**src/rtl/axis_pulse_seq_if.sv**
```systemverilog
// AXI-Stream bundle carrying sample beats out of the pulse sequencer.
interface axis_pulse_seq_if #(
  parameter int DATA_WIDTH = 16,
  parameter int SPC        = 4
);
  logic [SPC*DATA_WIDTH-1:0] tdata;
  logic                      tvalid;
  logic                      tready;
  logic                      tlast;

  modport master (output tdata, tvalid, tlast, input tready);
  modport slave  (input tdata, tvalid, tlast, output tready);
endinterface

```
**src/rtl/axis_pulse_seq.sv**
```systemverilog
// Periodic / triggered-burst rectangular pulse generator on an AXIS beat stream.
// Beat 0 appears two edges after a trigger edge; a stall (tready=0) freezes outputs and progress.
module axis_pulse_seq #(
  parameter int DATA_WIDTH = 16,
  parameter int SPC        = 4,
  parameter int CNT_WIDTH  = 32
) (
  input  logic                  aclk,
  input  logic                  aresetn,
  input  logic [1:0]            cfg_mode,
  input  logic [CNT_WIDTH-1:0]  cfg_period,
  input  logic [CNT_WIDTH-1:0]  cfg_width,
  input  logic [DATA_WIDTH-1:0] cfg_amplitude,
  input  logic [CNT_WIDTH-1:0]  cfg_burst,
  input  logic                  trig_in,
  axis_pulse_seq_if.master      m_axis,
  output logic                  busy
);
  localparam int IW = CNT_WIDTH + $clog2(SPC);
  localparam logic [CNT_WIDTH-1:0] CNT_ONE = {{(CNT_WIDTH-1){1'b0}}, 1'b1};

  typedef enum logic [1:0] {S_IDLE, S_ARMED, S_RUN} state_t;

  state_t                    state_q, state_d;
  logic [CNT_WIDTH-1:0]      beat_q, beat_d;
  logic [CNT_WIDTH-1:0]      burst_cnt_q, burst_cnt_d;
  logic [CNT_WIDTH-1:0]      period_q, period_d;
  logic [CNT_WIDTH-1:0]      width_q, width_d;
  logic [CNT_WIDTH-1:0]      burst_q, burst_d;
  logic [DATA_WIDTH-1:0]     amp_q, amp_d;
  logic                      trig_q, trig_d;
  logic                      burst_mode_q, burst_mode_d;
  logic [SPC*DATA_WIDTH-1:0] tdata_q, tdata_d;
  logic                      tlast_q, tlast_d;
  logic                      tvalid_q, tvalid_d;
  logic                      busy_q, busy_d;

  logic [SPC*DATA_WIDTH-1:0] beat_dat;
  logic [CNT_WIDTH-1:0]      period_eff, burst_eff;
  logic                      trig_edge, last_beat, burst_done, latch_cfg;

  assign period_eff = (cfg_period == '0) ? CNT_ONE : cfg_period;
  assign burst_eff  = (cfg_burst == '0) ? CNT_ONE : cfg_burst;
  assign trig_edge  = trig_in & ~trig_q;
  assign last_beat  = (beat_q == period_q - CNT_ONE);
  assign burst_done = (burst_cnt_q >= burst_q - CNT_ONE);

  // Sample index is widened so beat*SPC never wraps before the width compare.
  always_comb begin
    beat_dat = '0;
    for (int i = 0; i < SPC; i++) begin
      if ((IW'(beat_q) * IW'(SPC) + IW'(i)) < IW'(width_q))
        beat_dat[i*DATA_WIDTH +: DATA_WIDTH] = amp_q;
    end
  end

  always_comb begin
    state_d      = state_q;
    beat_d       = beat_q;
    burst_cnt_d  = burst_cnt_q;
    period_d     = period_q;
    width_d      = width_q;
    burst_d      = burst_q;
    amp_d        = amp_q;
    burst_mode_d = burst_mode_q;
    tdata_d      = tdata_q;
    tlast_d      = tlast_q;
    trig_d       = trig_in;
    tvalid_d     = 1'b1;
    latch_cfg    = 1'b0;

    case (state_q)
      S_IDLE: begin
        if (m_axis.tready) begin
          tdata_d = '0;
          tlast_d = 1'b0;
        end
        if (cfg_mode == 2'd1) begin
          state_d      = S_RUN;
          latch_cfg    = 1'b1;
          burst_mode_d = 1'b0;
          beat_d       = '0;
          burst_cnt_d  = '0;
        end else if (cfg_mode == 2'd2) begin
          state_d = S_ARMED;
        end
      end

      S_ARMED: begin
        if (m_axis.tready) begin
          tdata_d = '0;
          tlast_d = 1'b0;
        end
        if (cfg_mode != 2'd2) begin
          state_d = S_IDLE;
        end else if (trig_edge) begin
          state_d      = S_RUN;
          latch_cfg    = 1'b1;
          burst_mode_d = 1'b1;
          burst_d      = burst_eff;
          beat_d       = '0;
          burst_cnt_d  = '0;
        end
      end

      S_RUN: begin
        if (m_axis.tready) begin
          tdata_d = beat_dat;
          tlast_d = last_beat;
          if (!last_beat) begin
            beat_d = beat_q + CNT_ONE;
          end else begin
            beat_d = '0;
            if (!burst_mode_q) begin
              if (cfg_mode == 2'd1) latch_cfg = 1'b1;
              else                  state_d   = S_IDLE;
            end else if (burst_done) begin
              burst_cnt_d = '0;
              state_d     = (cfg_mode == 2'd2) ? S_ARMED : S_IDLE;
            end else begin
              burst_cnt_d = burst_cnt_q + CNT_ONE;
              latch_cfg   = 1'b1;
            end
          end
        end
      end

      default: state_d = S_IDLE;
    endcase

    if (latch_cfg) begin
      period_d = period_eff;
      width_d  = cfg_width;
      amp_d    = cfg_amplitude;
    end
    busy_d = (state_d == S_RUN);
  end

  always_ff @(posedge aclk or negedge aresetn) begin
    if (!aresetn) begin
      state_q      <= S_IDLE;
      beat_q       <= '0;
      burst_cnt_q  <= '0;
      period_q     <= '0;
      width_q      <= '0;
      burst_q      <= '0;
      amp_q        <= '0;
      trig_q       <= 1'b0;
      burst_mode_q <= 1'b0;
      tdata_q      <= '0;
      tlast_q      <= 1'b0;
      tvalid_q     <= 1'b0;
      busy_q       <= 1'b0;
    end else begin
      state_q      <= state_d;
      beat_q       <= beat_d;
      burst_cnt_q  <= burst_cnt_d;
      period_q     <= period_d;
      width_q      <= width_d;
      burst_q      <= burst_d;
      amp_q        <= amp_d;
      trig_q       <= trig_d;
      burst_mode_q <= burst_mode_d;
      tdata_q      <= tdata_d;
      tlast_q      <= tlast_d;
      tvalid_q     <= tvalid_d;
      busy_q       <= busy_d;
    end
  end

  assign m_axis.tdata  = tdata_q;
  assign m_axis.tvalid = tvalid_q;
  assign m_axis.tlast  = tlast_q;
  assign busy          = busy_q;
endmodule
```
**src/flat_wrapper.sv**
```systemverilog
// flat-port wrapper written by rule: the top's interface ports become plain ports
module axis_pulse_seq_flat 
#(
  parameter int DATA_WIDTH = 16,
  parameter int SPC        = 4,
  parameter int CNT_WIDTH  = 32
)
  (aclk, aresetn, cfg_mode, cfg_period, cfg_width, cfg_amplitude, cfg_burst, trig_in, busy, m_axis_tdata, m_axis_tvalid, m_axis_tlast, m_axis_tready);
  axis_pulse_seq_if #(.DATA_WIDTH(DATA_WIDTH), .SPC(SPC)) m_axis_i ();
  input  logic aclk;
  input  logic aresetn;
  input  logic [1:0] cfg_mode;
  input  logic [CNT_WIDTH-1:0] cfg_period;
  input  logic [CNT_WIDTH-1:0] cfg_width;
  input  logic [DATA_WIDTH-1:0] cfg_amplitude;
  input  logic [CNT_WIDTH-1:0] cfg_burst;
  input  logic trig_in;
  output logic busy;
  output wire logic [$bits(m_axis_i.tdata)-1:0] m_axis_tdata;
  output wire logic [$bits(m_axis_i.tvalid)-1:0] m_axis_tvalid;
  output wire logic [$bits(m_axis_i.tlast)-1:0] m_axis_tlast;
  input wire logic [$bits(m_axis_i.tready)-1:0] m_axis_tready;
  assign m_axis_tdata = m_axis_i.tdata;
  assign m_axis_tvalid = m_axis_i.tvalid;
  assign m_axis_tlast = m_axis_i.tlast;
  assign m_axis_i.tready = m_axis_tready;
  axis_pulse_seq #(.DATA_WIDTH(DATA_WIDTH), .SPC(SPC), .CNT_WIDTH(CNT_WIDTH)) u_core (.aclk(aclk), .aresetn(aresetn), .cfg_mode(cfg_mode), .cfg_period(cfg_period), .cfg_width(cfg_width), .cfg_amplitude(cfg_amplitude), .cfg_burst(cfg_burst), .trig_in(trig_in), .m_axis(m_axis_i), .busy(busy));
endmodule
```
**config.mk**
```make
export PLATFORM = sky130hd
export DESIGN_NAME = axis_pulse_seq_flat
export DESIGN_NICKNAME = d
export VERILOG_FILES = /design/src/rtl/axis_pulse_seq_if.sv /design/src/rtl/axis_pulse_seq.sv /design/src/flat_wrapper.sv
export SDC_FILE = /design/constraint.sdc
export NUM_CORES = 1
export LEC_CHECK = 0
export ABC_AREA = 1
export CORE_UTILIZATION = 50
export DETAILED_ROUTE_END_ITERATION = 10
export HOLD_SLACK_MARGIN = 0.06
export PLACE_DENSITY = 0.73
export REMOVE_ABC_BUFFERS = 1
export SLEW_MARGIN = 15
export SYNTH_ARGS = -nofsm -noshare
export SYNTH_HDL_FRONTEND = slang
export SYNTH_SLANG_ARGS = --single-unit
export TNS_END_PERCENT = 100
```
**constraint.sdc**
```tcl
create_clock -name aclk -period 10.2 [get_ports aclk]
set_input_delay 2.55 -clock aclk [delete_from_list [all_inputs] [get_ports aclk]]
set_output_delay 2.55 -clock aclk [all_outputs]
set_load 0.02 [all_outputs]
```
==> metrics.cfg <==
[run_status]
status = complete, no violations

[sta]
finalCriticalPeriod_ns = 5.595
setup_viol = 0
slew_violations = 0
fmax_ghz = 0.1787
fin_hold_ws_ns = 0.5030
relSlewSlack_pct = 30.42
setup_tns_ns = 0
grt_setup_unrepaired = no
worst_pin_slew_ns = 1.042
finClkSkew_ns = 0.01015
finalWorstSetupSlack_ns = 4.605
fin_crit_sh_pct = 54.85
finalHoldViolCount = 0

[detailed_routing]
first_pass_iters = 6
final_antenna_net_count = 0
wl_per_cell_um = 15.87
vias = 13570
drtIter0Drc = 1188
via_per_inst = 5.417
wirelength_um = 39750
drc = 0

[clock_network]
cts_hold_buffers = 0
cts_tree = done
clk_path_buf_depth = 3
root_buffer = clkbuf_16
cts_made_buffers = 29
cts_sinks = 247
insertion_delay_ns = 0.56
path_clk_slew_ns = 0.06
h-tree-depth = 1
post-cts-setup-buffers = 0
postCtsResizedCells = 0

[power_and_ir_drop]
netSwitchingFraction_pct = 39.85
p_sw_w = 0.001745
p_comb_share_pct = 39.7
peakVddDrop_v = 0.0001219
p_int_w = 0.002634
clock_power_share_pct = 25.5
p_leak_nw = 8.561
power_density_mw_per_mm2 = 243.6
p_seq_share_pct = 34.7

[synthesis]
synthesis.area_sq_mm = 0.01482
synth_compound_area_share_pct = 7.360
synth_cells = 1942
synth-seq-cells = 247
synth_top_area_share_pct = 41.69
synth_cell_types = 41
synthAdderAreaFrac_pct = 5.655
synth_top_family_by_area = simple AND/OR/NAND/NOR gates
muxShareOfSynthArea_pct = 1.215
synth-simple-area-share_pct = 29.25
synth_area_leaders = dfrtp_1 (42%), nand2_1 (13%), inv_1 (6.0%), ha_1 (5.7%), nand3_1 (4.8%)
synth-xor-area-share_pct = 6.558
synth_warnings = 0
yosys.area.top_type = dfrtp_1
ys_seq_area_share_pct = 41.69
synth.avg_cell_area_sq_um = 7.633

[global_routing]
grt_pass1_vias = 13060
grt_pass1_wl_um = 66060
globalRouteTotalUtil_pct = 26.64
grt_antenna_before_repair = 1
grt_max_degree = 113
overflow = 0

[placement]
io_buffers = 184
dp_slack_ns = 3.660
globalplace.congestion = 0.9062
dp_hpwl_um = 28140

[worst_setup_path]
crit_family = buffers and inverters
crit_chain = clkdlybuf4s50_1, inv_1, o21ai_0, nand4_1, inv_2, nand3_2, nand2_1, nand2_1
worstPathMaxFanout = 55
critPathMaxStageDelay_ns = 0.98
crit_top_cell = nand2_1
critPathKind = in2reg
r2r_end = u_core.period_q[24]
cp-start-kind = input pin
r2r-start = u_core.burst_q[2]
crit_arrival_ns = 6.03
worstRegToRegCells = 22
cp.buffers_inverters = 3
cpMaxStageDelayCell = inv_2
end_kind = register
reg2reg_slack_ns = 5.08
cp.required_ns = 10.64

[die]
die_x_um = 174.2
start_util_pct = 51.23
die_h_um = 174.2
die-area_sq_mm = 0.03034
coreArea_sq_mm = 0.02894
io_pins = 185
num_rows = 62

[layout]
nets = 2282
drive_gt1_share_pct = 4.953
mostFrequentLayoutCells = nand2_1 (519), dfrtp_1 (247), inv_1 (234)
register_area_sq_mm = 0.006181
synthToLayoutAreaGrowth_pct = 21.27
fillers = 2577
multi_input_area_sq_mm = 0.007446
layout_commonest_cell = nand2_1

[run]
max_cap_viol_count = 0

[min_path]
worstHoldStart = u_core.burst_q[18]
min_path_cells = 2
hold_path_class = reg2reg
whs_endpoint = u_core.burst_q[18]

## cells by family (layout without fill, tap and decap cells)
family	count (synthesis)	after routing
AND/OR/NAND/NOR	1005	1005
buffers and inverters	309	487
flip-flops	247	247
AO/OA/AOI/OAI	186	186
XOR/XNOR	111	111
adder cells (fa/ha/maj)	67	67
multiplexers	16	16
other	1	2
## synthesized netlist by cell type (all sizes together)
library cell	n
ha	67
or2	8
o211ai	2
nand3	141
inv	238
nand2	522
a21oi	30
o21bai	7
a21o	1
a211oi	2
a22oi	1
o31ai	4
and3b	1
nor3	63
nor2	178
o21a	1
mux2	16
nor4	23
conb	1
nand3b	3
o21ai	48
clkbuf	59
o22ai	86
xor2	79
dfrtp	247
and3	2
nand4	64
a31oi	2
xnor2	32
buf	11
clkinv	1
a21boi	2
## power groups by stage
stage	registers (W)	clock network [W]	logic, W
after CTS	0.00152	0.00114	0.00174
after global placement	0.00152	0	0.00168
after floorplan	0.00160	0	0.00101
after global routing	0.00156	0.00118	0.00195
after detailed placement	0.00153	0	0.00172
final	0.00152	0.00112	0.00174
## metrics by stage
| step | util, % | cell area [sq um] | power [W] | instances |
|---|---|---|---|---|
| 2_1_floorplan | - | 14500 | 0.002608 | 1872 |
| 3_3_place_gp | 58.46 | 16920 | 0.003194 | 2450 |
| 3_5_place_dp | 58.46 | 16920 | 0.003254 | 2450 |
| 4_1_cts | 62.09 | 17960 | 0.004397 | 2504 |
| 5_1_grt | 62.12 | 17970 | 0.004694 | 2504 |
| 6_report | 62.13 | 17980 | 0.004379 | 2505 |
## flip-flops by register name (all words and copies together), names as in the netlist
name	cells
u_core.trig_q	1
u_core.beat_q	32
u_core.m_axis.tdata	64
u_core.busy	1
u_core.burst_cnt_q	32
u_core.burst_mode_q	1
u_core.state_q	2
u_core.burst_q	32
u_core.m_axis.tvalid	1
u_core.period_q	32
u_core.width_q	32
u_core.m_axis.tlast	1
u_core.amp_q	16
## layer usage
| layer | vias up | track usage (%) | part of all wire [%] |
|---|---|---|---|
| li1 | 6660 | - | - |
| met1 | 6433 | 38.03 | 47 |
| met2 | 418 | 42.93 | 45 |
| met3 | 59 | 3.565 | 5.8 |
| met4 | 0 | 6.104 | 1.8 |
| met5 | - | 0 | 0 |
## worst max-delay path by stage
stage / from / endpoint / slack [ns] / cells past startpoint
detailed placement: m_axis_tready / u_core.burst_cnt_q[1] / 3.66 / 8
CTS: m_axis_tready / u_core.burst_cnt_q[29] / 4.25 / 8
floorplan: cfg_mode[1] / u_core.amp_q[0] / 4.21 / 8
finish: m_axis_tready / u_core.burst_cnt_q[16] / 4.60 / 8
global route: m_axis_tready / u_core.burst_cnt_q[21] / 4.32 / 8
global placement: m_axis_tready / u_core.burst_cnt_q[31] / 3.82 / 8
## area by class of cell
cell class              count  area share (%)
repair buffers            194           10.69
inverters                 239           4.990
clock inverters            16           1.107
flip-flops and latches    247           34.38
clock buffers              38           4.726
multi-input cells        1386           41.42
diodes                      1         0.01392
well taps                 384           2.673
## worst register-to-register path, stage by stage, from the launching register on
cell	delay [ns]
dfrtp_1	0.42
nor2_1	0.12
nand2_1	0.11
nor4_2	0.48
nand4_1	0.29
nor2_1	0.28
nand2_1	0.16
nor2_1	0.17
nand2_1	0.11
nor3_1	0.19
xnor2_1	0.10
ha_1	0.30
nand2_1	0.07
nor2_1	0.16
nand4_1	0.18
nor2_1	0.29
nand4_1	0.21
nand4_1	0.15
nand2_1	0.10
nand4_4	0.12
buf_4	0.65
nand3_1	0.27
nand2_1	0.13
No activity file was read; power rests on OpenSTA's default activity.
